### config.mk
export PLATFORM = sky130hd
export DESIGN_NAME = mem_stage_lsu
export DESIGN_NICKNAME = d
export VERILOG_FILES = /design/src/rtl/mem_stage_lsu.sv
export SDC_FILE = /design/constraint.sdc
export NUM_CORES = 1
export LEC_CHECK = 0
export ABC_AREA = 0
export CAP_MARGIN = 15
export CORE_MARGIN = 2
export CORE_UTILIZATION = 40
export DETAILED_ROUTE_END_ITERATION = 10
export PLACE_DENSITY_LB_ADDON = 0.05
export SYNTH_ARGS = -nofsm -noshare
export SYNTH_HDL_FRONTEND = slang
export SYNTH_SLANG_ARGS = --single-unit
### constraint.sdc
create_clock -name clk -period 2 [get_ports clk]
set_clock_uncertainty 0.05 [all_clocks]
set_input_delay 0.4 -clock clk [delete_from_list [all_inputs] [get_ports clk]]
set_output_delay 0.4 -clock clk [all_outputs]
set_load 0.02 [all_outputs]
### src/rtl/mem_stage_lsu.sv
// MEM-stage load/store unit: drives the req/gnt/rvalid data bus, holds the
// pipeline while an access is outstanding, and extends load data for WB.
module mem_stage_lsu (
    input  logic        clk,
    input  logic        rst,
    input  logic        flushM,
    input  logic        mem_read_MEM,
    input  logic        mem_write_MEM,
    input  logic [2:0]  funct3_MEM,
    input  logic [31:0] result_MEM,
    input  logic [31:0] rs2_MEM,
    output logic        d_req,
    output logic        d_we,
    output logic [31:0] d_addr,
    output logic [31:0] d_wdata,
    output logic [3:0]  d_wstrb,
    input  logic        d_gnt,
    input  logic        d_rvalid,
    input  logic [31:0] d_rdata,
    output logic [31:0] load_data,
    output logic        load_valid,
    output logic        stall_req,
    output logic        access_err
);

    typedef enum logic [1:0] {S_IDLE, S_REQ, S_RESP, S_DRAIN} state_t;

    state_t      r_state, w_next;
    logic        r_we;
    logic [31:0] r_addr, r_wdata;
    logic [3:0]  r_wstrb;
    logic [2:0]  r_f3;
    logic [1:0]  r_off;

    logic        w_access, w_store, w_err, w_valid, w_latch, w_capture;
    logic [3:0]  w_strb;
    logic [31:0] w_wdata, w_ext;
    logic [7:0]  w_byte;
    logic [15:0] w_half;

    assign w_access   = (mem_read_MEM | mem_write_MEM) & ~flushM;
    assign w_store    = mem_write_MEM;
    assign access_err = w_access & w_err;
    assign w_valid    = w_access & ~w_err;

    always_comb begin
        w_err = 1'b0;
        case (funct3_MEM)
            3'b000, 3'b100: w_err = 1'b0;
            3'b001, 3'b101: w_err = result_MEM[0];
            3'b010:         w_err = (result_MEM[1:0] != 2'b00);
            default:        w_err = 1'b1;
        endcase
        // unsigned widths only exist for loads
        if (funct3_MEM[2] && w_store)
            w_err = 1'b1;
    end

    always_comb begin
        w_strb  = 4'b1111;
        w_wdata = rs2_MEM;
        case (funct3_MEM[1:0])
            2'b00: begin
                w_strb  = 4'b0001 << result_MEM[1:0];
                w_wdata = {4{rs2_MEM[7:0]}};
            end
            2'b01: begin
                w_strb  = result_MEM[1] ? 4'b1100 : 4'b0011;
                w_wdata = {2{rs2_MEM[15:0]}};
            end
            default: ;
        endcase
        if (!w_store)
            w_strb = 4'b0000;
    end

    always_comb begin
        w_byte = d_rdata[7:0];
        case (r_off)
            2'd1:    w_byte = d_rdata[15:8];
            2'd2:    w_byte = d_rdata[23:16];
            2'd3:    w_byte = d_rdata[31:24];
            default: w_byte = d_rdata[7:0];
        endcase
        w_half = r_off[1] ? d_rdata[31:16] : d_rdata[15:0];
        case (r_f3)
            3'b000:  w_ext = {{24{w_byte[7]}}, w_byte};
            3'b001:  w_ext = {{16{w_half[15]}}, w_half};
            3'b100:  w_ext = {24'd0, w_byte};
            3'b101:  w_ext = {16'd0, w_half};
            default: w_ext = d_rdata;
        endcase
    end

    always_comb begin
        w_next    = r_state;
        d_req     = 1'b0;
        d_we      = 1'b0;
        d_addr    = '0;
        d_wdata   = '0;
        d_wstrb   = '0;
        stall_req = 1'b0;
        w_latch   = 1'b0;
        w_capture = 1'b0;
        case (r_state)
            S_IDLE: begin
                if (w_valid) begin
                    d_req   = 1'b1;
                    d_we    = w_store;
                    d_addr  = {result_MEM[31:2], 2'b00};
                    d_wdata = w_wdata;
                    d_wstrb = w_strb;
                    w_latch = 1'b1;
                    if (d_gnt) begin
                        if (!w_store) begin
                            w_next    = S_RESP;
                            stall_req = 1'b1;
                        end
                    end else begin
                        w_next    = S_REQ;
                        stall_req = 1'b1;
                    end
                end
            end
            S_REQ: begin
                d_req     = ~flushM;
                d_we      = r_we;
                d_addr    = r_addr;
                d_wdata   = r_wdata;
                d_wstrb   = r_wstrb;
                stall_req = ~(r_we & d_gnt & ~flushM);
                if (flushM)
                    w_next = S_IDLE;
                else if (d_gnt)
                    w_next = r_we ? S_IDLE : S_RESP;
            end
            S_RESP: begin
                stall_req = ~d_rvalid;
                if (d_rvalid) begin
                    w_capture = ~flushM;
                    w_next    = S_IDLE;
                end else if (flushM) begin
                    w_next = S_DRAIN;
                end
            end
            S_DRAIN: begin
                stall_req = w_access;
                if (d_rvalid)
                    w_next = S_IDLE;
            end
            default: w_next = S_IDLE;
        endcase
    end

    always_ff @(posedge clk) begin
        if (rst) begin
            r_state    <= S_IDLE;
            load_data  <= '0;
            load_valid <= 1'b0;
            r_we       <= 1'b0;
            r_addr     <= '0;
            r_wdata    <= '0;
            r_wstrb    <= '0;
            r_f3       <= '0;
            r_off      <= '0;
        end else begin
            r_state    <= w_next;
            load_valid <= w_capture;
            if (w_capture)
                load_data <= w_ext;
            if (w_latch) begin
                r_we    <= w_store;
                r_addr  <= {result_MEM[31:2], 2'b00};
                r_wdata <= w_wdata;
                r_wstrb <= w_strb;
                r_f3    <= funct3_MEM;
                r_off   <= result_MEM[1:0];
            end
        end
    end

endmodule

==> flow_summary.yaml, run 1 <==
critical_path:
  path_buf_inv: 5
  crit_type: "input pin to primary output"
  crit_top_cell: "buf_6"
  crit_path_max_incr_delay_ns: 0.57
  crit_fanout: 8
  reg2reg_slack_ns: 0.10
  cp_top_family: "simple AND/OR/NAND/NOR gates"
  critPathLaunchType: "input pin"
  worstReg2RegStart: "r_state[1]"
  cp.required_ns: 1.55
  cp-end-kind: "primary output"
  cp_cell_sequence: "buf_6, or4_4, a211oi_4, buf_6, buf_12, buf_12, nand2_2, a21oi_4, buf_6"
  cp_data_arrival_time_ns: 2.06
  startpoint: "result_MEM[1]"
  slowest_stage: "or4_4"
routing:
  routed_wl_um: 19500
  ant_nets: 0
  first_pass_iters: 5
  drtIter0Drc: 395
  drt-wirelength-per-cell_um: 15.9
  drc: 0
  via_per_inst: 5.19
  vias: 6385
sta:
  final-setup-viol-count: 71
  setup_slack_ns: -0.507
  timing.final.crit_share_pct: 125
  period_needed_ns: 2.51
  hold_violations: 0
  maxSlewViolCount: 0
  slew-limit-headroom_pct: 61.0
  worstMarginPinSlew_ns: 0.584
  rsz0062_at_grt: "yes"
  timing.fmax_mhz: 399
  fin_hold_ws_ns: 0.384
cells_and_area:
  diodes: 0
  area_growth_pct: 82.1
  final_util_pct: 74.2
  layout.cells.non_filler: 1230
  nets: 1155
  drive_above_1_share_pct: 36.0
  fill_cells: 1007
clock_tree:
  htree_levels: 3
  cts_tree: "built"
  cts_hold_buffers: 0
  cts-root-buf: "clkbuf_16"
  clkTransAtPathRegs_ns: 0.07
  clock_sinks: 107
  numCtsBuffers: 9
  clock_path_buffers: 2
  clk-insertion-delay-late_ns: 0.35
floorplan:
  start_util_pct: 40.7
  die_area_um2: 14400
  coreArea_um2: 13200
  rows: 42
  die_h_um: 120
  pin_count: 211
  die-width_um: 120
global_route:
  antenna_found_initial: 0
  grtUsageTotal_pct: 27.0
  grt-ovfl-total: 0
  grt_pass1_wl_um: 31200
  grt_max_degree: 46
  grt_pass1_vias: 6292
run_status:
  status: "complete, but fails checks"
  violations: "negative setup slack"
power:
  pwr-share-clk_pct: 33.9
  swShare_pct: 28.1
  ir_worst_vdd_uv: 406
  pwr-share-seq_pct: 40.8
  p_leak_nw: 3.91
  internal-power_mw: 3.97
  combPwrFrac_pct: 25.3
  p_sw_mw: 1.55
  power_density_nw_per_um2: 564
logic_synthesis:
  syn_area_um2: 5370
  yosysWarnings: 0
  yosysSeqAreaShare_pct: 39.9
  synthFlopType: "dfxtp_1"
  syn_inst: 750
  ys_types: 43
  synth_area_per_cell_um2: 7.16
  ys_ff_latch: 107
  synth_edf_count: 0
  async_flop_share_pct: 0
min_path:
  worstHoldStart: "funct3_MEM[2]"
  min-delay-path-class: "input pin to flop"
place:
  detailed_place_hpwl_um: 13700
  gp_congestion: 0.888
  port_buffers: 208
  dp_slack_ns: -1.34
  dpl.cell_count: 1175
run:
  maxCapViolCount: 0
==> metrics by stage <==
step,cell area [µm²],total power [mW],setup TNS (ns)
after floorplan,5840,2.87,-9.77
after global placement,8700,3.48,-124.62
after detailed placement,8700,3.50,-129.95
after CTS,9650,5.50,-28.80
after global routing,9780,5.72,-30.39
final,9780,5.52,-27.57
==> registers in the layout (all words and copies together), names as in the netlist <==
name and count:
r_state 2, r_wstrb 4, r_off 2, r_we 1, load_data 32, r_addr 30
load_valid 1, r_wdata 32, r_f3 3
==> routing by layer <==
layer	vias up	routed length, µm	GRT usage, %	part of all wire [%]
met4	0	412	8.01	2.1
met1	2989	8290	33.7	42
met5	-	0	0	0
met2	214	9770	47.4	50
li1	3150	-	-	-
met3	32	1050	4.61	5.4
==> path summary, 6_finish.rpt <==
| path | depth (start not counted) | end |
|---|---|---|
| worst min register to register | 2 | r_wdata[25] |
| worst max register to register | 8 | r_wdata[16] |
| worst min-delay path | 4 | r_f3[2] |
| worst max-delay path | 9 | d_wdata[25] |
==> Yosys cell counts, types with 2 or more instances <==
cell | instances | area share (%)
a211o_1 | 2 | 0.33
a211oi_1 | 34 | 4.8
a211oi_2 | 4 | 0.93
a21oi_1 | 71 | 6.6
a221oi_1 | 4 | 0.65
a22o_1 | 4 | 0.65
a22oi_1 | 4 | 0.56
a2bb2oi_1 | 2 | 0.33
a31oi_1 | 9 | 1.0
buf_1 | 4 | 0.28
buf_2 | 7 | 0.65
buf_4 | 8 | 1.1
clkbuf_1 | 43 | 3.0
dfxtp_1 | 107 | 40
inv_1 | 6 | 0.42
mux2_2 | 4 | 0.84
mux2i_1 | 25 | 4.7
nand2_1 | 261 | 18
nand2b_1 | 4 | 0.47
nand3b_1 | 2 | 0.28
nor2_1 | 66 | 4.6
nor2b_1 | 3 | 0.35
nor3_1 | 10 | 0.93
nor3b_1 | 3 | 0.42
nor4_1 | 2 | 0.23
o21ai_0 | 35 | 3.3
o21bai_1 | 2 | 0.28
o221a_2 | 7 | 1.5
or3_1 | 3 | 0.35
==> logic make-up (layout without fill, tap and decap cells) <==
kind of cell,after synthesis,after routing,share of synthesized area (%)
AO/OA/AOI/OAI,185,185,21.9
flip-flops,107,107,39.9
multiplexers,30,30,5.92
AND/OR/NAND/NOR,359,359,26.7
buffers and inverters,68,371,5.47
other,1,2,0.0698
==> repair_timing <==
| action | CTS | global route |
|---|---|---|
| setup buffers | 30 | 7 |
| resized for setup | 507 | 45 |
| pin swaps | 14 | 12 |
| gates cloned | 5 | 0 |
| setup endpoints to repair | 135 | 90 |
==> power by group through the flow <==
stage,Clock (mW),Sequential [mW],Combinational [mW]
after global placement,0,2.30,1.18
after detailed placement,0,2.30,1.20
after CTS,1.89,2.25,1.36
final,1.87,2.25,1.40
after floorplan,0,2.30,0.567
after global routing,1.97,2.26,1.48
==> area by class of cell <==
cell class	instances	area, µm²	area share (%)
multi-input combinational	576	3640	37.2
clock inverter	5	61.3	0.627
inverter	6	22.5	0.230
timing repair buffer	349	3440	35.2
sequential	107	2140	21.9
clock buffer	11	253	2.58
tap	176	220	2.25
==> worst reg2reg max path: cells and delay by family (launching register included) <==
family / cells / cell delay [ns]
compound gates: 2 / 0.39
buf+inv: 4 / 0.61
flops: 1 / 0.31
simple gates: 2 / 0.44
==> placed cells by master (no fill, tap or decap), types with 14 or more instances in the layout <==
master,Yosys,routed
a211oi_1,34,32
a21oi_1,71,62
buf_4,8,119
buf_6,0,79
clkdlybuf4s50_1,0,129
dfxtp_1,107,107
mux2i_1,25,25
nand2_1,261,175
nand2_2,0,72
nand2_4,0,14
nor2_1,66,63
o21ai_0,35,16
o21ai_4,0,19
Note: power is estimated with default switching activity, not from simulation.
==> run 2: changes to the inputs <==
CAP_MARGIN = 5   (was 15)
PLACE_DENSITY_LB_ADDON = 0.25   (was 0.05)
==> run 2 against run 1 <==
Effect of this change: the run still ends with negative setup slack left; clock power decreased by 12%; worst hold slack gained 0.010 ns; die area is the same; sequential power about the same; count of clock-buffer cells in the layout is 2 higher; combinational power about the same; cell area shrank 1.2%; worst setup slack improved by 0.0019 ns; core utilization decreased by 0.85 points; critical path depth is 2 lower; register-to-register slack got worse by 0.25 ns.
==> flow_summary.yaml, run 2 (same netlist as run 1, synthesis figures left out) <==
clock_tree:
  cts_tree: "built"
  clkTransAtPathRegs_ns: 0.07
  clock_path_buffers: 2
  htree_levels: 3
  cts-root-buf: "clkbuf_16"
  cts_hold_buffers: 0
  numCtsBuffers: 9
  clock_sinks: 107
  clk-insertion-delay-late_ns: 0.35
routing:
  drtIter0Drc: 497
  drt-met1-wl_um: 8140
  via_per_inst: 5.17
  routed_wl_um: 19500
  dr.max_layer_used: "met4"
  ant_nets: 0
  drc: 0
  vias: 6370
  first_pass_iters: 5
  dr_wl_met2_um: 9690
  drt-wirelength-per-cell_um: 15.8
  routed-wl-met3_um: 1150
cells_and_area:
  drive_above_1_share_pct: 34.2
  stdcell_area_um2: 9670
  nets: 1156
  diodes: 0
  fill_cells: 1035
  top_regs: "load_data (32), r_wdata (32), r_addr (30)"
  layout.cells.non_filler: 1231
  area_growth_pct: 80.0
  final_cell_mix: "nand2_1 (187), buf_4 (134), clkdlybuf4s50_1 (129)"
  mostFrequentLayoutCell: "nand2_1"
place:
  dpl.cell_count: 1183
  placed_cell_area_um2: 8720
  port_buffers: 208
  detailed_place_hpwl_um: 13100
  gp_congestion: 0.892
global_route:
  grt_pass1_wl_um: 30100
  antenna_found_initial: 0
  grt-ovfl-total: 0
  grt_pass1_vias: 6012
  grtUsageTotal_pct: 26.3
  grt_max_degree: 51
sta:
  rsz0062_at_grt: "yes"
  worstMarginPinSlew_ns: 0.569
  final-setup-viol-count: 118
  timing.final.crit_share_pct: 125
  maxSlewViolCount: 0
  setup_slack_ns: -0.505
  period_needed_ns: 2.51
  slew-limit-headroom_pct: 62.1
  hold_violations: 0
  timing.fmax_mhz: 399
power:
  power_density_nw_per_um2: 546
  ir_worst_vdd_uv: 520
  p_leak_nw: 3.89
critical_path:
  cp-end-kind: "primary output"
  slowest_stage: "or4_4"
  critPathLaunchType: "input pin"
  cp_top_family: "buffers and inverters"
  crit_path_max_incr_delay_ns: 0.56
  path_buf_inv: 4
  crit_type: "input pin to primary output"
  cp.required_ns: 1.55
  crit_top_cell: "buf_6"
  cp_data_arrival_time_ns: 2.06
  crit_fanout: 8
  cp_cell_sequence: "buf_6, or4_4, buf_4, a211o_4, buf_12, o21ai_4, buf_6"
min_path:
  min-delay-path-class: "input pin to flop"
floorplan:
  die-width_um: 120
  rows: 42
  die_area_um2: 14400
  coreArea_um2: 13200
  pin_count: 211
  start_util_pct: 40.7
  die_h_um: 120
run_status:
  violations: "negative setup slack"
  status: "complete, but fails checks"
run:
  maxCapViolCount: 0
run 2: worst min-delay path, delay by kind of cell:
family | cells | cell delay (ns)
AOI/OAI and AO/OA | 1 | 0.05
buffers and inverters | 2 | 0.26
and+or+nand+nor | 1 | 0.05
run 2: metrics by stage:
stage          setup slack [ns]  TNS (ns)  power, mW  hold WS [ns]  util [%]
2_1_floorplan            -0.204     -9.77       2.87         0.386         -
3_3_place_gp              -1.30   -131.98       3.48         0.392      66.1
3_5_place_dp              -1.35   -136.91       3.49         0.396      66.1
4_1_cts                  -0.517    -32.68       5.24         0.381      71.3
5_1_grt                  -0.554    -38.05       5.49         0.421      73.3
6_report                 -0.505    -32.60       5.28         0.394      73.3
run 2: layer usage:
| metal | up-vias | track usage (%) |
|---|---|---|
| li1 | 3146 | - |
| met1 | 2991 | 32.7 |
| met2 | 204 | 44.5 |
| met3 | 29 | 6.61 |
| met4 | 0 | 8.90 |
| met5 | - | 0 |
run 2: power by group:
part	total [mW]	switching [mW]	leakage, nW	internal (mW)
Clock	1.65	0.797	0.120	0.852
Sequential	2.25	0.0466	0.868	2.21
Combinational	1.37	0.667	2.90	0.704
run 2: worst paths after layout:
path / start / slack [ns] / endpoint / cells after the start
setup / recovery: funct3_MEM[0] / -0.51 / d_wdata[13] / 7
hold / removal: funct3_MEM[2] / 0.39 / r_f3[2] / 4
setup reg to reg: r_state[1] / -0.15 / r_wdata[8] / 8
hold reg to reg: r_wdata[31] / 0.40 / r_wdata[31] / 2
run 2: repair_timing:
action,CTS,global route
resized for setup,458,60
setup buffers,17,12
cloned,4,1
pin swaps,12,23
setup endpoints to repair,140,138
run 2: area by class of cell:
class | instances | area, µm² | area share, %
clock buffer | 13 | 240 | 2.48
sequential | 107 | 2140 | 22.2
tap | 176 | 220 | 2.28
timing repair buffer | 350 | 3400 | 35.2
multi-input combinational | 576 | 3620 | 37.4
inverter | 6 | 22.5 | 0.233
clock inverter | 3 | 23.8 | 0.246
==> run 3: changes to the inputs <==
CORE_UTILIZATION = 48   (was 40)
CTS_CLUSTER_DIAMETER = 30   (was not set)
DONT_BUFFER_PORTS = 1   (was not set)
clock period = 2.95 ns   (was 2 ns; I/O delays follow)
==> run 3 against run 2 <==
Effect of this change: the flow now finishes without violations; die area decreased by 16%; core utilization decreased by 19 points; final cell count decreased by 28%; routed wire length is 25% lower; sequential power decreased by 32%; largest cell class unchanged.
==> flow_summary.yaml, run 3 (same netlist as run 1, synthesis figures left out) <==
cells_and_area:
  layout.cells.non_filler: 891
  area_growth_pct: 9.36
  fill_cells: 1055
  seq_area_um2: 2140
  multiInputGateArea_um2: 2970
  mostFrequentLayoutCell: "nand2_1"
  nets: 852
  final_util_pct: 54.0
  diodes: 0
  top_regs: "load_data (32), r_wdata (32), r_addr (30)"
  drive_above_1_share_pct: 10.7
  final_cell_mix: "nand2_1 (261), dfxtp_1 (107), a21oi_1 (71)"
sta:
  timing.fmax_mhz: 354
  period_needed_ns: 2.82
  tns_ns: 0
  rsz0062_at_grt: "no"
  worstMarginPinSlew_ns: 0.552
  timing.final.crit_share_pct: 95.8
  final-setup-viol-count: 0
  maxSlewViolCount: 0
  setup_slack_ns: 0.125
  slew-limit-headroom_pct: 63.2
  hold_violations: 0
run_status:
  status: "complete, no violations"
floorplan:
  die-width_um: 110
  pin_count: 211
  coreArea_um2: 10900
  die_h_um: 110
  rows: 38
  die_area_um2: 12100
  start_util_pct: 49.3
routing:
  via_per_inst: 5.77
  routed_wl_um: 14600
  first_pass_iters: 5
  drc: 0
  ant_nets: 0
  drt-wirelength-per-cell_um: 16.4
  vias: 5145
  drtIter0Drc: 317
place:
  gp_congestion: 0.882
  detailed_place_hpwl_um: 10500
  dp_slack_ns: 0.131
  dpl.cell_count: 875
  port_buffers: 0
critical_path:
  crit_fanout: 56
  cp.required_ns: 2.31
  crit_type: "input pin to primary output"
  cp_data_arrival_time_ns: 2.18
  cp-end-kind: "primary output"
  critPathLaunchType: "input pin"
clock_tree:
  cts_tree: "built"
  post_cts_buffers: 0
  htree_levels: 3
  clock_path_buffers: 2
  clk-insertion-delay-late_ns: 0.38
  clkTransAtPathRegs_ns: 0.09
  cts_resized: 0
  cts-root-buf: "clkbuf_8"
  numCtsBuffers: 9
  clock_sinks: 107
  cts_hold_buffers: 0
global_route:
  grt_pass1_vias: 4589
  grtUsageTotal_pct: 23.5
  antenna_found_initial: 0
  grt_max_degree: 110
  grt-ovfl-total: 0
  grt_pass1_wl_um: 22200
power:
  finalPower_mw: 2.86
  ir_worst_vdd_uv: 325
  power_density_nw_per_um2: 487
  p_leak_nw: 2.23
min_path:
  min-delay-path-class: "input pin to flop"
run:
  maxCapViolCount: 0
-- run 3: cell type report --
cell class              count  area share (%)
multi-input cells         576            50.6
flip-flops and latches    107            36.5
repair buffers             46            6.09
clock buffers              15            3.00
well taps                 140            2.98
clock inverters             1           0.511
inverters                   6           0.383
-- run 3: worst paths after layout --
path                      start          end  slack [ns]  cells past startpoint
setup / recovery  funct3_MEM[0]  d_wdata[27]        0.13                      6
hold reg to reg      r_addr[18]   r_addr[18]        0.40                      2
hold / removal              rst   r_addr[30]        0.22                      1
setup reg to reg     r_state[0]  r_wdata[18]        0.91                      6
-- run 3: through the flow --
stage | hold slack, ns | instance area (µm²)
2_1_floorplan | 0.386 | 5380
3_3_place_gp | 0.386 | 5670
3_5_place_dp | 0.391 | 5670
4_1_cts | 0.196 | 5870
5_1_grt | 0.192 | 5870
6_report | 0.218 | 5870
-- run 3: per-layer routing --
metal	up-vias	global-route usage (%)	wire, µm
met1	2382	28.3	5980
met5	-	0	0
met3	16	7.47	1440
met2	222	38.4	7010
li1	2525	-	-
met4	0	9.67	218
-- run 3: critical path, cell delays in order --
cell      delay (ns)
or4_4           0.57
a211oi_4        0.29
buf_12          0.28
nand2_1         0.13
a21oi_1         0.15
buf_4           0.16
-- run 3: power by group --
group	internal (mW)	switching, mW	leakage (nW)	total (mW)
Sequential	1.50	0.0398	0.868	1.54
Combinational	0.142	0.240	1.26	0.383
Clock	0.464	0.478	0.104	0.942
Total	2.10	0.758	2.23	2.86
